[config.mk]
export PLATFORM = sky130hd
export DESIGN_NAME = odd_pulse_incrementer
export DESIGN_NICKNAME = d
export VERILOG_FILES = /design/src/rtl/odd_pulse_incrementer_pkg.sv /design/src/rtl/odd_pulse_incrementer_rise_detect.sv /design/src/rtl/odd_pulse_incrementer.sv
export SDC_FILE = /design/constraint.sdc
export NUM_CORES = 1
export LEC_CHECK = 0
export BUFFER_PORTS_ARGS = -buffer_cell sky130_fd_sc_hd__buf_4
export CORE_AREA = 2 2 39 41
export CTS_CLUSTER_DIAMETER = 50
export DETAILED_ROUTE_END_ITERATION = 8
export DIE_AREA = 0 0 41 43
export HOLD_SLACK_MARGIN = 0.03
export SYNTH_ARGS = -nofsm -noshare
export SYNTH_HDL_FRONTEND = slang
export SYNTH_SLANG_ARGS = --single-unit
[constraint.sdc]
create_clock -name clk -period 2.8 [get_ports clk]
set_input_delay 0 -clock clk [delete_from_list [all_inputs] [get_ports clk]]
set_output_delay 0 -clock clk [all_outputs]
set_load 0.05 [all_outputs]
[src/rtl/odd_pulse_incrementer_pkg.sv]
// odd_pulse_pkg: shared constants for the odd-pulse incrementer.
//   CNT_W    - default counter width
//   PAR_EVEN - an even number of pulses seen so far; the next pulse is odd
//   PAR_ODD  - an odd number of pulses seen so far; the next pulse is even
package odd_pulse_pkg;

    localparam int   CNT_W    = 4;
    localparam logic PAR_EVEN = 1'b0;
    localparam logic PAR_ODD  = 1'b1;

endpackage

[src/rtl/odd_pulse_incrementer_rise_detect.sv]
// rise_detect: registers d once per clock and flags a 0->1 transition.
//   clk  - system clock
//   rst  - asynchronous active-low reset; clears the sampled value
//   d    - level input, synchronous to clk
//   rise - combinational, high while d=1 and the previous sample was 0
module rise_detect (
    input  logic clk,
    input  logic rst,
    input  logic d,
    output logic rise
);

    logic inc_q;

    // The sample clears to 0, so a level that is already high on the
    // first edge after reset counts as a fresh pulse.
    always_ff @(posedge clk or negedge rst) begin
        if (!rst) inc_q <= 1'b0;
        else      inc_q <= d;
    end

    assign rise = d & ~inc_q;

endmodule

[src/rtl/odd_pulse_incrementer.sv]
// odd_pulse_incrementer: counts the 1st, 3rd, 5th, ... pulse on inc.
// Even-numbered pulses are absorbed, so cnt = ceil(pulses/2) mod 2^WIDTH.
//   clk - system clock
//   rst - asynchronous active-low reset; clears cnt, parity and edge history
//   inc - increment request; a pulse is a 0->1 transition sampled on clk
//   cnt - registered count of odd-numbered pulses; wraps with no saturation
module odd_pulse_incrementer
    import odd_pulse_pkg::*;
#(
    parameter int WIDTH = CNT_W
) (
    input  logic             clk,
    input  logic             rst,
    input  logic             inc,
    output logic [WIDTH-1:0] cnt
);

    if (WIDTH < 1) begin : g_bad_width
        $error("odd_pulse_incrementer: WIDTH must be at least 1");
    end

    logic rise;
    logic odd_seen;

    rise_detect u_rise (
        .clk  (clk),
        .rst  (rst),
        .d    (inc),
        .rise (rise)
    );

    // Parity of the pulses seen so far; flips on every detected pulse.
    always_ff @(posedge clk or negedge rst) begin
        if (!rst)      odd_seen <= PAR_EVEN;
        else if (rise) odd_seen <= (odd_seen == PAR_EVEN) ? PAR_ODD : PAR_EVEN;
    end

    // A pulse arriving while parity is even is odd-numbered, so it counts.
    // The increment lands on the same edge that first samples inc=1.
    always_ff @(posedge clk or negedge rst) begin
        if (!rst)                              cnt <= '0;
        else if (rise && odd_seen == PAR_EVEN) cnt <= cnt + WIDTH'(1);
    end

endmodule

==> results.py <==
metrics = {
    "critical_path": {
        "worstPathArrival_ns": 1.28,
        "cp-start-kind": "register",
        "worstPathRequired_ns": 2.93,
        "end_kind": "register",
        "r2r_cells": 2,
        "crit_path_max_incr_delay_ns": 0.39,
        "crit_slowest_cell": "dfrtp_1",
        "crit_fanout": 5,
        "crit_chain": "nor3b_4 -> mux2_2",
        "worstSetupPathType": "register to register",
    },
    "floorplanning": {
        "die_h_um": 43,
        "die_x_um": 41,
        "dieArea_mm2": 0.001763,
        "ioPinCount": 7,
        "start_util_pct": 17.63,
        "rows": 14,
        "design.core.area_mm2": 0.001384,
    },
    "power_and_ir_drop": {
        "p_sw_share_pct": 45.52,
        "p_switching_uw": 199.5,
        "p_comb_share_pct": 46.7,
        "p_per_area_mw_per_mm2": 1246,
        "irDropWorstVdd_uv": 301.9,
        "internal-power_uw": 238.7,
        "clock_power_share_pct": 18.3,
        "power_frac_seq_pct": 35.0,
        "p_leak_nw": 0.1619,
    },
    "global_routing": {
        "grt_usage_pct": 6.357,
        "grt_antenna_before_repair": 0,
        "grt_pass1_vias": 157,
        "overflow": 0,
        "grt_max_degree": 7,
        "grt_pass1_wl_um": 669,
    },
    "timing": {
        "grt_setup_unrepaired": "false",
        "fmax_ghz": 0.8683,
        "finClkSkew_ns": 0.001580,
        "slew_headroom_pct": 83.78,
        "maxSlewViolCount": 0,
        "min_period_over_period_pct": 41.13,
        "tns_ns": 0,
        "tightest_slew_ns": 0.2431,
        "hold_viol": 0,
        "whs_ns": 0.09730,
        "setup_violations": 0,
        "layout_min_cycle_time_ns": 1.152,
    },
    "route": {
        "wl_met2_um": 156,
        "wl_um": 405,
        "viasPerCell": 3.705,
        "ant_nets": 0,
        "first_pass_iters": 4,
        "wire_per_inst_um": 9.205,
        "drc": 0,
        "dr_wl_met3_um": 56,
        "wl_met1_um": 192,
        "vias": 163,
        "drt_first_iter_violations": 4,
        "dr.max_layer_used": "met3",
    },
    "placed_design": {
        "gp_congestion": 0.5462,
        "io_buffer_count": 6,
    },
    "yosys": {
        "synth.distinct_cells": 11,
        "yosysWarnings": 0,
        "synth_nets": 21,
        "synth-seq-cells": 6,
        "syn_inst": 17,
        "netlist_area_um2": 244.0,
        "syn_avg_cell_area_um2": 14.35,
        "yosysSeqAreaShare_pct": 61.54,
    },
    "cts": {
        "clk_pin_slew_ns": 0.05,
        "clock_path_buffers": 2,
        "cts.sinks": 6,
        "cts_tree": "yes",
        "cts_root_buffer": "clkbuf_4",
        "htree_levels": 1,
        "post_cts_resized": 0,
        "clock_latency_ns": 0.24,
        "numCtsBuffers": 3,
    },
    "job": {
        "drv_cap": 0,
    },
    "worst_hold_path": {
        "hold_class": "primary input to asynchronous set/reset pin",
    },
    "finish": {
        "area_growth_syn_to_layout_pct": 44.10,
        "finalNetCount": 34,
        "fillers": 137,
        "drive_above_1_share_pct": 39.29,
        "antenna_cells": 0,
    },
    "outcome": {
        "status": "complete, no violations",
    },
}
-- power by group through the flow --
stage	Sequential (mW)	Combinational, mW	Clock, mW
2_1_floorplan	0.254	0.0398	0
3_3_place_gp	0.153	0.200	0
3_5_place_dp	0.155	0.204	0
4_1_cts	0.154	0.207	0.0828
5_1_grt	0.158	0.220	0.0884
6_report	0.153	0.205	0.0803
-- stage by stage --
step | instance area, um2 | setup WS [ns] | power [mW] | instances | util (%)
floorplan | 244.0 | 1.465 | 0.2935 | 17 | -
global placement | 309.0 | 1.656 | 0.3534 | 39 | 22.33
detailed placement | 309.0 | 1.644 | 0.3591 | 39 | 22.33
CTS | 351.6 | 1.638 | 0.4436 | 44 | 25.41
global route | 351.6 | 1.562 | 0.4672 | 44 | 25.41
finish | 351.6 | 1.648 | 0.4382 | 44 | 25.41
-- routing by layer --
layer | vias to the layer above | GRT usage, %
li1 | 80 | -
met1 | 74 | 8.170
met2 | 9 | 6.250
met3 | 0 | 4.712
met5 | - | 0
met4 | 0 | 6.000
-- synthesized netlist by cell type --
| library cell | count | area share [%] |
|---|---|---|
| nor3b_4 | 1 | 7.7 |
| dfrtp_1 | 6 | 62 |
| xnor2_1 | 2 | 7.2 |
| xor2_1 | 1 | 3.6 |
| inv_1 | 1 | 1.5 |
| mux2_2 | 1 | 4.6 |
| nand2_1 | 1 | 1.5 |
| o21ai_0 | 1 | 2.0 |
| ha_1 | 1 | 5.1 |
| nand2b_1 | 1 | 2.6 |
| nand4_1 | 1 | 2.6 |
-- worst max-delay path: cells and delay by family, from the launching register on --
family | cells | cell delay, ns
AND/OR/NAND/NOR | 1 | 0.28
flip-flops | 1 | 0.39
multiplexers | 1 | 0.36
-- flip-flops by register name (all words and copies together) (netlist names) --
signal / flops
cnt: 4
odd_seen: 1
u_rise.inc_q: 1
-- logic make-up after synthesis --
kind of cell / count (synthesis) / synth area share, %
flip-flops: 6 / 61.54
AND/OR/NAND/NOR: 4 / 14.36
AO/OA/AOI/OAI: 1 / 2.049
buffers and inverters: 1 / 1.537
multiplexers: 1 / 4.615
XOR/XNOR: 3 / 10.77
adder cells (fa/ha/maj): 1 / 5.127
-- cell type report --
type / instances / area, um2 / share of cell area (%)
Tap cell: 16 / 20.02 / 5.694
Timing Repair Buffer: 8 / 65.06 / 18.51
Clock buffer: 3 / 22.52 / 6.406
Sequential cell: 6 / 150.1 / 42.70
Inverter: 1 / 3.754 / 1.068
Multi-Input combinational cell: 10 / 90.09 / 25.62
-- cells in the final DEF (no fill, tap or decap), types with 2 or more instances in the layout --
cell           count
dfrtp_1            6
buf_4              6
clkbuf_4           3
xnor2_1            2
dlygate4sd3_1      2
-- final timing paths --
kind | start | to | slack (ns)
setup / recovery | odd_seen$_DFFE_PN0P_ | cnt[1]$_DFFE_PN0P_ | 1.65
setup reg to reg | odd_seen$_DFFE_PN0P_ | cnt[1]$_DFFE_PN0P_ | 1.65
hold / removal | rst | cnt[2]$_DFFE_PN0P_ | 0.1
max in group asynchronous | rst | u_rise.inc_q$_DFF_PN0_ | 2.59
min in group clk | inc | u_rise.inc_q$_DFF_PN0_ | 0.44
hold reg to reg | cnt[3]$_DFFE_PN0P_ | cnt[3]$_DFFE_PN0P_ | 0.48
-- timing repair --
item / in CTS / in global routing
endpoints found under the hold margin: 7 / 0
buffers inserted: 0 / 0
hold buffers: 2 / 0
Power figures use the tool's default switching activity.
